`config.mk`:
```
export PLATFORM = sky130hd
export DESIGN_NAME = branch_resolve_unit
export DESIGN_NICKNAME = d
export VERILOG_FILES = /design/src/rtl/branch_resolve_unit.sv
export SDC_FILE = /design/constraint.sdc
export NUM_CORES = 1
export LEC_CHECK = 0
export ABC_AREA = 1
export ABC_CLOCK_PERIOD_IN_PS = 2530
export CORE_MARGIN = 1
export CORE_UTILIZATION = 46
export CTS_CLUSTER_DIAMETER = 150
export CTS_CLUSTER_SIZE = 14
export DETAILED_ROUTE_END_ITERATION = 10
export PLACE_DENSITY_LB_ADDON = 0.12
export SYNTH_ARGS = -nofsm -noshare
export SYNTH_HDL_FRONTEND = slang
export SYNTH_SLANG_ARGS = --single-unit
```
`constraint.sdc`:
```
create_clock -name clk_i -period 2.53 [get_ports clk_i]
set_clock_uncertainty 0.05 [all_clocks]
set_input_delay 0.506 -clock clk_i [delete_from_list [all_inputs] [get_ports clk_i]]
set_output_delay 0.506 -clock clk_i [all_outputs]
set_load 0.05 [all_outputs]
```
`src/rtl/branch_resolve_unit.sv`:
```
`default_nettype none
// ============================================================================
// Module   : branch_resolve_unit
// Purpose  : ID-stage branch compare with bounded operand wait and statistics.
// Revision : 1.0 - initial release
// ============================================================================
module branch_resolve_unit #(
    parameter int WIDTH    = 32,
    parameter int CNT_W    = 16,
    parameter int MAX_WAIT = 4
) (
    input  logic             clk_i,
    input  logic             rst_i,
    input  logic             valid_i,
    input  logic [2:0]       mode_i,
    input  logic [WIDTH-1:0] data1_i,
    input  logic [WIDTH-1:0] data2_i,
    input  logic             pending_i,
    input  logic             kill_i,
    output logic             stall_o,
    output logic             resolved_o,
    output logic             taken_o,
    output logic             timeout_o,
    output logic [CNT_W-1:0] branch_cnt_o,
    output logic [CNT_W-1:0] taken_cnt_o
);

    localparam int WC_W = (MAX_WAIT > 1) ? $clog2(MAX_WAIT) : 1;
    localparam logic [WC_W-1:0] WAIT_LAST = WC_W'(MAX_WAIT - 1);

    localparam logic [0:0] IDLE = 1'b0;
    localparam logic [0:0] WAIT = 1'b1;

    logic [0:0]      state;
    logic [WC_W-1:0] wait_cnt;
    logic            cmp_taken;
    logic            go_wait;
    logic            resolve;

    always_comb begin
        cmp_taken = 1'b0;
        case (mode_i)
            3'b000:  cmp_taken = (data1_i == data2_i);
            3'b001:  cmp_taken = (data1_i != data2_i);
            3'b010:  cmp_taken = ($signed(data1_i) <  $signed(data2_i));
            3'b011:  cmp_taken = ($signed(data1_i) >= $signed(data2_i));
            3'b100:  cmp_taken = (data1_i <  data2_i);
            3'b101:  cmp_taken = (data1_i >= data2_i);
            default: cmp_taken = 1'b0;
        endcase
    end

    // Resolution condition is identical in IDLE and WAIT; only the
    // pending/timeout bookkeeping differs between the two states.
    assign go_wait = (state == IDLE) & valid_i & pending_i & ~kill_i;
    assign resolve = valid_i & ~pending_i & ~kill_i;
    assign stall_o = ((state == WAIT) & ~kill_i) | go_wait;

    always_ff @(posedge clk_i) begin
        if (rst_i) begin
            state        <= IDLE;
            wait_cnt     <= '0;
            resolved_o   <= 1'b0;
            taken_o      <= 1'b0;
            timeout_o    <= 1'b0;
            branch_cnt_o <= '0;
            taken_cnt_o  <= '0;
        end else begin
            resolved_o <= resolve;
            taken_o    <= resolve & cmp_taken;

            if (resolve && (branch_cnt_o != {CNT_W{1'b1}})) begin
                branch_cnt_o <= branch_cnt_o + CNT_W'(1);
            end
            if (resolve && cmp_taken && (taken_cnt_o != {CNT_W{1'b1}})) begin
                taken_cnt_o <= taken_cnt_o + CNT_W'(1);
            end

            case (state)
                IDLE: begin
                    if (go_wait) begin
                        state    <= WAIT;
                        wait_cnt <= '0;
                    end
                end
                WAIT: begin
                    if (kill_i || !valid_i || !pending_i) begin
                        state <= IDLE;
                    end else if (wait_cnt == WAIT_LAST) begin
                        state     <= IDLE;
                        timeout_o <= 1'b1;
                    end else begin
                        wait_cnt <= wait_cnt + WC_W'(1);
                    end
                end
                default: state <= IDLE;
            endcase
        end
    end

endmodule
`default_nettype wire

```
After elaboration in Yosys (flattened, before gate mapping)

Index checks and enable logic that the tools add are counted.

$add $sub $neg: 3
Muxes and demuxes: 9
Eq/ne operators: 13
Reductions and logical operators: 10
Bitwise operators: 12
Magnitude comparators: 4

Operators by type and width:

| cell                  | number |
|---|---|
| $ge 32x32->1          | 2 |
| $lt 32x32->1          | 2 |
| $add 16x1->16 const B | 2 |
| $eq 32x32->1          | 1 |
| $ne 16x16->1 const B  | 2 |
| $ne 32x32->1          | 1 |
| $and 1x1->1           | 7 |
| $eq 3x2->1 const B    | 2 |
| $eq 3x3->1 const B    | 2 |
| $mux 2                | 3 |
| $ne 2x2->1 const B    | 3 |
| $pmux 1 s6            | 1 |
| $reduce_and 3->1      | 2 |
| $not 1->1             | 4 |
| $pmux 2 s2            | 1 |
| $eq 3x1->1 const B    | 1 |
| $logic_and 1x1->1     | 3 |
| $logic_not 3->1       | 1 |
| $mux 1                | 3 |
| $add 2x1->2 const B   | 1 |
| $eq 2x2->1 const B    | 1 |
| $logic_not 1->1       | 2 |
| $logic_or 1x1->1      | 2 |
| $pmux 1 s2            | 1 |
| $or 1x1->1            | 1 |

Flip-flop bits (word level): 38

Logic depth before layout (Yosys ltp)

Depth in word-level cells: 6
Mapped depth: 20
Gate-level depth less buffers: 19

Least setup slack after synthesis

OpenSTA, ideal clock, no wires.

Path kind: input to register
From: input port data2_i[31]
To: register taken_cnt_o[10]
Arrival time: 2.053 ns
Library setup time: 0.110 ns
Setup slack: 0.317 ns
Stages on the path: 18
Cells stage by stage: inv_1 > ha_1 > nand2_2 > nor2_2 > nand2_2 > nor2_4 > nand2_2 > nand4_2 > nand2_1 > clkinv_1 > nand2_2 > nor2_4 > nand3_4 > buf_6 > nand3_1 > nand2_1 > inv_1 > nor2_2

Longest elaborated chain between the ends: 4

Ends and longest elaborated chain:

| what                                       | line | source |
|---|---|---|
| start: declaration                         | 17   | `input logic [WIDTH-1:0] data2_i,` |
| $ge 32x32->1, or another cell as far along | 48   | `3'b101: cmp_taken = (data1_i >= data2_i);` |
| $pmux 1 s6 *                               | 42   | `case (mode_i)` |
| $logic_and 1x1->1 * (2 in a row)           | 75   | `if (resolve && cmp_taken && (taken_cnt_o != {CNT_W{1'b1}})) begin` |
| end signal: assignment                     | 76   | `taken_cnt_o <= taken_cnt_o + CNT_W'(1);` |
| end: declaration                           | 25   | `output logic [CNT_W-1:0] taken_cnt_o` |

Mark *: on every way between the ends. The rest lies on a longest branch, timed or not.
A chain may end at the register's enable or synchronous reset.

Worst setup path after layout

From: input port data1_i[16]
To: register taken_cnt_o[15]

Longest elaborated chain between the ends: 4

Ends and longest elaborated chain:

| what                                       | line | source |
|---|---|---|
| start: declaration                         | 16   | `input logic [WIDTH-1:0] data1_i,` |
| $ge 32x32->1, or another cell as far along | 48   |  |
| $pmux 1 s6 *                               | 42   |  |
| $logic_and 1x1->1 * (2 in a row)           | 75   |  |

Marked as above.

==> flow_metrics.tcl <==
set metrics [dict create \
    drv_slew 0 \
    synth-simple-area-share_pct 37.0 \
    startpoint_type "primary input" \
    syn_to_final_growth_pct 67.1 \
    setup_violations 0 \
    dr.pass1.iters 8 \
    fmax_mhz 397 \
    drc 10 \
    yosys.area.top_type "dfxtp_1" \
    root_buffer "clkbuf_8" \
    chipHeight_um 84.0 \
    path_buf_inv 3 \
    synth.lib_cells_used.distinct 32 \
    synthMuxAreaShare_pct 0 \
    final_hold_viol_count 0 \
    n_antenna_cell 0 \
    slew_headroom_pct 63.7 \
    rows 29 \
    dp_hpwl_mm 5.86 \
    crit_family "simple AND/OR/NAND/NOR gates" \
    cpMostUsedCell "nand2_1" \
    crit_path_end_kind "register" \
    synthCells 475 \
    synth-adder-area-share_pct 14.2 \
    period_share_pct 99.6 \
    io_buffer_count 107 \
    cts_buffers 5 \
    htree_levels 2 \
    syn_avg_cell_area_um2 6.51 \
    outcome "finished, violations left" \
    antenna_found_initial 0 \
    failed_checks "design-rule violations" \
    peakVddDrop_mv 0.225 \
    syn_nets 582 \
    wl_mm 9.52 \
    cp_slowest_stage_delay_ns 0.40 \
    wl_per_cell_um 14.1 \
    critical_path_required_ns 2.67 \
    clockBufferDepth 2 \
    ys_ff_latch 38 \
    cp_slowest_cell "clkdlybuf4s50_1" \
    min_path_type "reg -> reg" \
    min_period_ns 2.52 \
    synth_warnings 0 \
    grtUsageTotal_pct 21.1 \
    nets 703 \
    path_cells "clkdlybuf4s50_1 > ha_2 > nand2_1 > nand2_1 > nand2_1 > nand2_1 > nand2_1 > nand2_2 > a21oi_4 > nand2_2 > nand2_2 > nand3_2 > nand2_2 > nand3_4 > clkbuf_16 > nand3_1 > nand2_1 > inv_1 > nor2_2" \
    total_power_uw 1810 \
    drv_cap 0 \
    seq_area_frac_synth_pct 24.6 \
    critPathArrivalTime_ns 2.66 \
    synth_compound_area_share_pct 8.09 \
    cp_max_fo 6 \
    dieArea_mm2 0.00706 \
    dr.first_iter.drc_count 207 \
    synthXorXnorAreaFrac_pct 0.566 \
    die_w_um 84.0 \
    cts_tree "done" \
    vias 3531 \
    clkSlewWorstSetupHoldPaths_ns 0.08 \
    netlist_top_cells_area "dfxtp_1 (25%), ha_1 (14%), inv_1 (13%)" \
    postLayoutCoreUtil_pct 80.5 \
    insertion_delay_ns 0.29 \
    num_io_pins 108 \
    cts_hold_buffers 0 \
    syn-cell-area_mm2 0.00309 \
    drive_above_1_share_pct 24.3 \
    leakage_uw 0.00270 \
    p_per_area_mw_per_mm2 350 \
    worst_slew_pin_slew_ns 0.543 \
    setup.worst_path.class "in -> reg" \
    synth_top_area_share_pct 24.6 \
    start_util_pct 48.2 \
    clock_sinks 38 \
    grt_first_pass_wirelength_mm 12.5 \
    grt_pass1_vias 3097 \
    synth_top_family_by_area "simple AND/OR/NAND/NOR gates" \
    gr-total-overflow 0 \
    coreArea_mm2 0.00642 \
    grt_max_degree 32 \
    place_congestion 0.806 \
    drtAntennaViolNets 0 \
    viasPerCell 5.24 \
]
power breakdown:
group	internal, uW	total [uW]	switching, uW	leakage (uW)
combinational	277	548	271	0.00232
clock	421	653	232	0.0000714
sequential	603	609	5.76	0.000307
sequential cells by signal, summed over array words and instances, names as in the netlist:
| register | cells |
|---|---|
| branch_cnt_o | 16 |
| taken_cnt_o | 16 |
| wait_cnt | 2 |
| resolved_o | 1 |
| state | 1 |
| taken_o | 1 |
| timeout_o | 1 |
cell families after synthesis:
family | Yosys count
and+or+nand+nor | 233
adders and majority gates | 35
DFF | 38
buffers and inverters | 121
xor gates and xnor gates | 2
AOI/OAI and AO/OA | 46
Yosys cell counts, drive strengths merged:
cell type	n
o21bai	1
o211a	1
nor3b	1
nand4	25
o21ai	14
xnor2	2
nor4	2
dfxtp	38
a31oi	1
inv	110
and3	2
ha	35
nand2	99
o21a	3
clkinv	2
nor2	46
nand3	38
nor3	20
clkbuf	5
a21oi	26
buf	4
worst register-to-register path, stage by stage (launching register included):
cell	delay, ns
dfxtp_1	0.37
ha_1	0.26
nand3_1	0.17
inv_1	0.06
nand4_1	0.24
inv_1	0.13
nor2_1	0.23
nand2_1	0.15
nor3_1	0.24
nand3_1	0.11
nand2_1	0.07
inv_1	0.03
nor2_1	0.08
area by class of cell:
| type | instances | area, um^2 |
|---|---|---|
| clock buffer | 6 | 82.6 |
| clock inverter | 2 | 60.1 |
| sequential | 38 | 761 |
| tap | 77 | 96.3 |
| multi-input combinational | 316 | 2340 |
| timing repair buffer | 123 | 1410 |
| inverter | 112 | 420 |
| fill | 404 | 1250 |
routing by layer:
metal  track usage, %  wire (um)  vias to the layer above
li1                 -          -                     1760
met4             4.23        179                        0
met5                0          0                        -
met1             24.6       3880                     1614
met2             38.9       4960                      136
met3             5.04        493                       21
placed cells by master (no fill, tap or decap), types with 2 or more instances in the layout:
| cell | n |
|---|---|
| buf_4 | 11 |
| o21ai_0 | 11 |
| bufinv_16 | 2 |
| nor2_2 | 14 |
| buf_6 | 2 |
| nor4_1 | 2 |
| nand2_1 | 76 |
| inv_2 | 29 |
| a21oi_2 | 9 |
| and3_1 | 2 |
| dfxtp_1 | 38 |
| nand2_4 | 6 |
| dlymetal6s2s_1 | 61 |
| nand4_1 | 22 |
| ha_1 | 10 |
| nand3_1 | 32 |
| clkdlybuf4s50_1 | 45 |
| clkbuf_16 | 2 |
| nand2_2 | 17 |
| o21a_1 | 3 |
| nor2_1 | 25 |
| nand3_2 | 4 |
| ha_4 | 24 |
| nor3_1 | 18 |
| inv_1 | 82 |
| clkbuf_8 | 6 |
| nand3_4 | 2 |
| xnor2_1 | 2 |
| nand4_2 | 2 |
| buf_12 | 2 |
| nor2_4 | 7 |
| a21oi_1 | 16 |
| o21ai_1 | 2 |
per-stage QoR:
stage | TNS, ns | cell area (um^2) | hold WS [ns] | setup slack, ns | cells
after global routing | -1.58 | 5170 | 0.476 | -0.131 | 674
after global placement | -4.19 | 4300 | 0.403 | -0.267 | 660
after CTS | -0.0204 | 4480 | 0.442 | -0.00805 | 668
after floorplan | 0 | 3090 | 0.438 | 0.317 | 475
final | 0 | 5170 | 0.431 | 0.00886 | 674
after detailed placement | -5.48 | 4300 | 0.423 | -0.360 | 660
path summary, 6_finish.rpt:
path	depth (start not counted)	end	from	slack, ns
setup / recovery	19	taken_cnt_o[15]	data1_i[16]	0.009
hold / removal	2	timeout_o	timeout_o	0.43
setup reg to reg	12	taken_cnt_o[14]	taken_cnt_o[0]	0.26
hold reg to reg	2	timeout_o	timeout_o	0.43
what timing repair did:
item	CTS	global route
resized for setup	7	158
pin swaps	0	59
gates cloned	0	3
hold endpoints to repair	0	0
setup endpoints to repair	13	17
buffers inserted	0	3
(Power assumes the default switching activity.)
